[src/rtl/donut_march.sv]
// donut_march: iterative torus ray-march hit tester with per-hit shading.
// Latency: start is sampled on the first edge, and done rises on edge steps+2 (at most MAX_STEPS+2).
// Backpressure: none. start is sampled only in IDLE; while busy it is ignored and never queued.
//
// Ports: clk, rst_n (async, active low); start with px/py/pz, rx/ry/rz and lx/ly/lz, all latched
//        when start is accepted; busy and done status; hit, light, t_out and steps results.
//        The results update in the SHADE cycle and hold until the next job reaches SHADE.
module donut_march #(
  parameter int W         = 16,
  parameter int FRAC      = 8,
  parameter int R1        = 256,
  parameter int R2        = 512,
  parameter int MAX_STEPS = 8,
  parameter int T_INIT    = 512,
  parameter int T_MAX     = 2048,
  parameter int EPS       = 16
) (
  input  logic                           clk,
  input  logic                           rst_n,
  input  logic                           start,
  input  logic signed [W-1:0]            px_in,
  input  logic signed [W-1:0]            py_in,
  input  logic signed [W-1:0]            pz_in,
  input  logic signed [W-1:0]            rx_in,
  input  logic signed [W-1:0]            ry_in,
  input  logic signed [W-1:0]            rz_in,
  input  logic signed [W-1:0]            lx_in,
  input  logic signed [W-1:0]            ly_in,
  input  logic signed [W-1:0]            lz_in,
  output logic                           busy,
  output logic                           done,
  output logic                           hit,
  output logic signed [W-1:0]            light,
  output logic signed [W-1:0]            t_out,
  output logic [$clog2(MAX_STEPS+1)-1:0] steps
);

  localparam int SW = $clog2(MAX_STEPS + 1);

  localparam logic [1:0] S_IDLE  = 2'd0;
  localparam logic [1:0] S_MARCH = 2'd1;
  localparam logic [1:0] S_SHADE = 2'd2;
  localparam logic [1:0] S_DONE  = 2'd3;

  localparam logic signed [W-1:0] R1_W     = W'(R1);
  localparam logic signed [W-1:0] R2_W     = W'(R2);
  localparam logic signed [W-1:0] T_INIT_W = W'(T_INIT);
  localparam logic signed [W:0]   T_MAX_X  = (W+1)'(T_MAX);
  localparam logic signed [W:0]   EPS_X    = (W+1)'(EPS);
  localparam logic [SW-1:0]       CAP      = SW'(MAX_STEPS);

  // Two-step vectoring CORDIC. Returns {magnitude, x2out}; the companion
  // vector (x2,y2) goes through the same folds and rotations, so x2out is
  // the light component along the surface-normal direction.
  // Folding (|x|, |y|, swap) brings the vector into the first octant
  // exactly. A rotation is applied only while y is nonzero, so on-axis
  // inputs return their exact magnitude. Each applied rotation is
  // immediately rescaled by 1-2^-(2i+1) to undo most of its CORDIC gain.
  function automatic logic [2*W-1:0] cordic2step(
    input logic signed [W-1:0] xi,
    input logic signed [W-1:0] yi,
    input logic signed [W-1:0] x2i,
    input logic signed [W-1:0] y2i
  );
    logic signed [W-1:0] x, y, a, b, xo, ao;
    x  = xi;
    y  = yi;
    a  = x2i;
    b  = y2i;
    xo = '0;
    ao = '0;
    if (x < 0) begin
      x = -x;
      a = -a;
    end
    if (y < 0) begin
      y = -y;
      b = -b;
    end
    if (y > x) begin
      xo = x; x = y; y = xo;
      ao = a; a = b; b = ao;
    end
    for (int i = 1; i <= 2; i++) begin
      if (y != 0) begin
        xo = x;
        ao = a;
        if (y > 0) begin
          x = x + (y >>> i);
          y = y - (xo >>> i);
          a = a + (b >>> i);
          b = b - (ao >>> i);
        end else begin
          x = x - (y >>> i);
          y = y + (xo >>> i);
          a = a - (b >>> i);
          b = b + (ao >>> i);
        end
        x = x - (x >>> (2*i + 1));
        y = y - (y >>> (2*i + 1));
        a = a - (a >>> (2*i + 1));
        b = b - (b >>> (2*i + 1));
      end
    end
    return {x, a};
  endfunction

  logic [1:0]          state;
  logic signed [W-1:0] px, py, pz, rx, ry, rz, lx, ly, lz, t;
  logic [SW-1:0]       cnt;
  logic                hit_r;

  // Distance estimate at the current point, evaluated every cycle.
  logic signed [W-1:0] t0, l1, t1, t2, l2, d;
  always_comb begin
    {t0, l1} = cordic2step(px, py, lx, ly);
    t1       = t0 - R2_W;
    {t2, l2} = cordic2step(pz, t1, lz, l1);
    d        = t2 - R1_W;
  end

  // One extra bit so |d| of the most negative value and t+d never wrap
  // before the convergence and escape compares.
  logic signed [W:0] d_x, abs_d, tsum;
  assign d_x   = {d[W-1], d};
  assign abs_d = d[W-1] ? -d_x : d_x;
  assign tsum  = $signed({t[W-1], t}) + d_x;

  logic conv, esc;
  assign conv = (EPS > 0) && (abs_d < EPS_X);
  assign esc  = (tsum >= T_MAX_X);

  logic signed [2*W-1:0] prod_x, prod_y, prod_z;
  logic signed [W-1:0]   step_x, step_y, step_z;
  assign prod_x = $signed({{W{d[W-1]}}, d}) * $signed({{W{rx[W-1]}}, rx});
  assign prod_y = $signed({{W{d[W-1]}}, d}) * $signed({{W{ry[W-1]}}, ry});
  assign prod_z = $signed({{W{d[W-1]}}, d}) * $signed({{W{rz[W-1]}}, rz});
  assign step_x = W'(prod_x >>> FRAC);
  assign step_y = W'(prod_y >>> FRAC);
  assign step_z = W'(prod_z >>> FRAC);

  logic [SW-1:0] cnt_nxt;
  assign cnt_nxt = cnt + SW'(1);

  always_ff @(posedge clk or negedge rst_n) begin
    if (!rst_n) begin
      state <= S_IDLE;
      px    <= '0; py <= '0; pz <= '0;
      rx    <= '0; ry <= '0; rz <= '0;
      lx    <= '0; ly <= '0; lz <= '0;
      t     <= '0;
      cnt   <= '0;
      hit_r <= 1'b0;
      busy  <= 1'b0;
      done  <= 1'b0;
      hit   <= 1'b0;
      light <= '0;
      t_out <= '0;
      steps <= '0;
    end else begin
      case (state)
        S_IDLE: begin
          if (start) begin
            px    <= px_in; py <= py_in; pz <= pz_in;
            rx    <= rx_in; ry <= ry_in; rz <= rz_in;
            lx    <= lx_in; ly <= ly_in; lz <= lz_in;
            t     <= T_INIT_W;
            cnt   <= '0;
            hit_r <= 1'b0;
            busy  <= 1'b1;
            state <= S_MARCH;
          end
        end
        S_MARCH: begin
          cnt <= cnt_nxt;
          if (conv) begin
            hit_r <= 1'b1;
            state <= S_SHADE;
          end else if (esc) begin
            hit_r <= 1'b0;
            t     <= tsum[W-1:0];
            state <= S_SHADE;
          end else begin
            t  <= tsum[W-1:0];
            px <= px + step_x;
            py <= py + step_y;
            pz <= pz + step_z;
            // Running out of steps without escaping counts as a hit.
            if (cnt_nxt == CAP) begin
              hit_r <= 1'b1;
              state <= S_SHADE;
            end
          end
        end
        S_SHADE: begin
          light <= l2;
          t_out <= t;
          steps <= cnt;
          hit   <= hit_r;
          done  <= 1'b1;
          state <= S_DONE;
        end
        S_DONE: begin
          done  <= 1'b0;
          busy  <= 1'b0;
          state <= S_IDLE;
        end
        default: state <= S_IDLE;
      endcase
    end
  end

endmodule
[config.mk]
export PLATFORM = sky130hd
export DESIGN_NAME = donut_march
export DESIGN_NICKNAME = d
export VERILOG_FILES = /design/src/rtl/donut_march.sv
export SDC_FILE = /design/constraint.sdc
export NUM_CORES = 2
export LEC_CHECK = 0
export ABC_AREA = 0
export ABC_CLOCK_PERIOD_IN_PS = 40800
export CORE_MARGIN = 2
export CORE_UTILIZATION = 25
export CTS_CLUSTER_SIZE = 25
export DETAILED_ROUTE_END_ITERATION = 7
export PLACE_DENSITY = 0.45
export SLEW_MARGIN = 20
export SYNTH_ARGS = -nofsm -noshare
export SYNTH_HDL_FRONTEND = slang
export SYNTH_SLANG_ARGS = --single-unit
[constraint.sdc]
create_clock -name clk -period 40.8 [get_ports clk]
set_input_delay 10.2 -clock clk [delete_from_list [all_inputs] [get_ports clk]]
set_output_delay 10.2 -clock clk [all_outputs]
set_load 0.1 [all_outputs]
==> flow_metrics.env <==
export IMPL_die_area_mm2=0.245
export IMPL_final_util_pct=28.1
export IMPL_hpwl_um=177000
export IMPL_multi_input_area_mm2=0.0501
export IMPL_fin_crit_ns=38.03
export IMPL_wl_um=214000
export IMPL_clk_latency_ns=0.63
export IMPL_tritoncts="done"
export IMPL_grt_first_pass_wirelength_um=327000
export IMPL_cp_slowest_cell="or4_4"
export IMPL_synth_enable_flop_cells=0
export IMPL_yosysWarnings=0
export IMPL_fmax_mhz=26.3
export IMPL_design_core_area_mm2=0.240
export IMPL_synthesis_instances=7530
export IMPL_ant_nets=0
export IMPL_synth_area_mm2=0.0602
export IMPL_drt_pass1_iter_count=5
export IMPL_area_delta_synth_final_pct=12.0
export IMPL_grt_use_met2_pct=29.3
export IMPL_min_period_over_period_pct=93.2
export IMPL_use_met3_pct=1.40
export IMPL_r2r_start="px[0]$_DFFE_PN0P_"
export IMPL_synth_avg_cell_area_um2=7.99
export IMPL_synthTopCellsByCount="inv_1, nand2_1, ha_1"
export IMPL_antenna_found_initial=10
export IMPL_dieWidth_um=495
export IMPL_skew_ns=0.0460
export IMPL_crit_start="px[0]$_DFFE_PN0P_"
export IMPL_busiest_layer="met2"
export IMPL_hold_viol_final=0
export IMPL_ctsHoldBuffers=0
export IMPL_cts_buffers_inserted=35
export IMPL_rows=180
export IMPL_start_util_pct=25.1
export IMPL_use_met1_pct=23.4
export IMPL_async_flop_share_pct=100
export IMPL_synthFlopType="dfrtp_1"
export IMPL_setup_worst_path_start_class="register"
export IMPL_worstPathRequired_ns=41.27
export IMPL_vias=51600
export IMPL_crit_arrival_ns=38.49
export IMPL_wl_per_cell_um=19.8
export IMPL_holdCritPathClass="register to register"
export IMPL_regArea_mm2=0.00515
export IMPL_root_buffer="clkbuf_16"
export IMPL_overflow=0
export IMPL_path_class="register to register"
export IMPL_syn_nets=8944
export IMPL_grt_max_degree=79
export IMPL_critical_path_endpoint_type="register"
export IMPL_max_slew_margin_rel_pct=19.7
export IMPL_vias_per_cell=4.77
export IMPL_synth_area_top_cells="fa_1, ha_1, dfrtp_1, inv_1, xnor2_1"
export IMPL_status="finished, final reports clean"
export IMPL_ys_ff_latch=206
export IMPL_htree_levels=2
export IMPL_cts_path_max_buffers=3
export IMPL_grt_pass1_vias=52900
export IMPL_max_cap_violations=0
export IMPL_drc=0
export IMPL_synth_area_leader_cell="fa_1"
export IMPL_hold_start="done$_DFFE_PN0P_"
export IMPL_drv_slew=0
export IMPL_clock_sinks=206
export IMPL_slowest_delay_ns=0.62
export IMPL_yosysSeqAreaShare_pct=8.56
export IMPL_crit_path_max_fanout=38
export IMPL_track_usage_pct=17.4
export IMPL_synth_cell_types=110
export IMPL_worst_slew_pin_transition_ns=1.19
export IMPL_nets=8972
export IMPL_place_congestion=0.903
export IMPL_place_port_buffers=185
export IMPL_ioPinCount=186
export IMPL_drt_first_iter_violations=2791
export IMPL_fillers=26000
export IMPL_fp_dieH_um=495
export IMPL_synth_top_area_share_pct=19.4
export IMPL_crit_top_cell="a21oi_1"
export IMPL_clk_pin_slew_worst_paths_ns=0.06
export IMPL_finalSetupViolCount=0
export IMPL_final_layout_size_suffix_gt1_share_pct=5.95
export IMPL_synth_most_common_cell="inv_1"
per-layer routing:
layer	vias to the layer above	wire length (um)
met5	-	0
met4	0	8100
met3	187	6880
met2	889	100000
met1	25500	98500
li1	25000	-
flip-flops by register name (all words and copies together) (netlist names), 2 cells and up:
signal and flops:
light 16, lx 16, ly 16, lz 16
px 16, py 16, pz 16, rx 16
ry 16, rz 16, t 16, t_out 16
cnt 4, steps 4, state 2
kinds of logic (layout without fill, tap and decap cells):
family / count (synthesis) / in the layout / share of synthesized area (%)
other cells: 0 / 37 / 0
compound gates: 1510 / 1510 / 16.2
buf+inv: 1412 / 1466 / 8.93
fa+ha+maj: 1273 / 1273 / 33.7
xor+xnor: 706 / 706 / 10.4
mux: 273 / 274 / 4.87
flops: 206 / 206 / 8.56
simple gates: 2150 / 2150 / 17.3
worst max-delay path, delay by kind of cell, from the launching register on:
family,cells,cell delay [ns]
flip-flops,1,0.51
AND/OR/NAND/NOR,45,7.84
multiplexers,6,1.57
buffers and inverters,18,2.87
adder cells (fa/ha/maj),20,7.58
AO/OA/AOI/OAI,72,14.21
XOR/XNOR,15,3.13
cells in the final DEF, fill, tap and decap left out, types with 62 or more instances in the layout:
cell type / instances
inv_1: 1098
nand2_1: 724
ha_1: 680
fa_1: 584
a21oi_1: 489
nor2_1: 436
xnor2_1: 399
and2_1: 384
xor2_1: 289
o21ai_0: 236
dfrtp_1: 206
a21o_1: 189
clkdlybuf4s50_1: 182
mux2_2: 140
o21bai_1: 129
nor3_1: 119
mux2i_1: 118
buf_4: 109
nand3_1: 81
nand2b_1: 75
o31ai_1: 68
o21a_1: 62
layout make-up:
| cell class | instances | share of cell area, % |
|---|---|---|
| antenna | 37 | 0.137 |
| clock buffer | 39 | 1.37 |
| clock inverter | 25 | 0.369 |
| inverter | 1099 | 6.12 |
| multi-input combinational | 5913 | 74.3 |
| sequential | 206 | 7.64 |
| tap | 3185 | 5.91 |
| timing repair buffer | 303 | 4.16 |
final timing paths:
kind / end / slack (ns) / cells past startpoint
min in group asynchronous: lz[14]$_DFFE_PN0P_ / 9.55 / 1
hold reg to reg: done$_DFFE_PN0P_ / 0.49 / 2
hold / removal: done$_DFFE_PN0P_ / 0.49 / 2
max in group asynchronous: rx[14]$_DFFE_PN0P_ / 29.55 / 2
setup reg to reg: pz[15]$_DFFE_PN0P_ / 2.77 / 176
setup / recovery: pz[15]$_DFFE_PN0P_ / 2.77 / 176
metrics by stage:
stage               hold WS [ns]  cell area [um2]  setup slack (ns)  std cells  TNS, ns
floorplan                  0.480            60200             0.936       7530        0
global placement           0.495            65700             0.824      10700        0
detailed placement         0.488            65700             0.233      10700        0
CTS                        0.501            66900            0.0966      10800        0
global route               0.525            67400           -0.0283      10800  -0.0419
finish                     0.490            67400              2.77      10800        0
repair_timing:
action | in CTS | in global routing
gates resized for setup | 0 | 76
buffers inserted | 0 | 17
setup endpoints to repair | 0 | 33
Power is not shown: default switching activity piles up to over one toggle a cycle in this logic, so the estimate is an artifact.
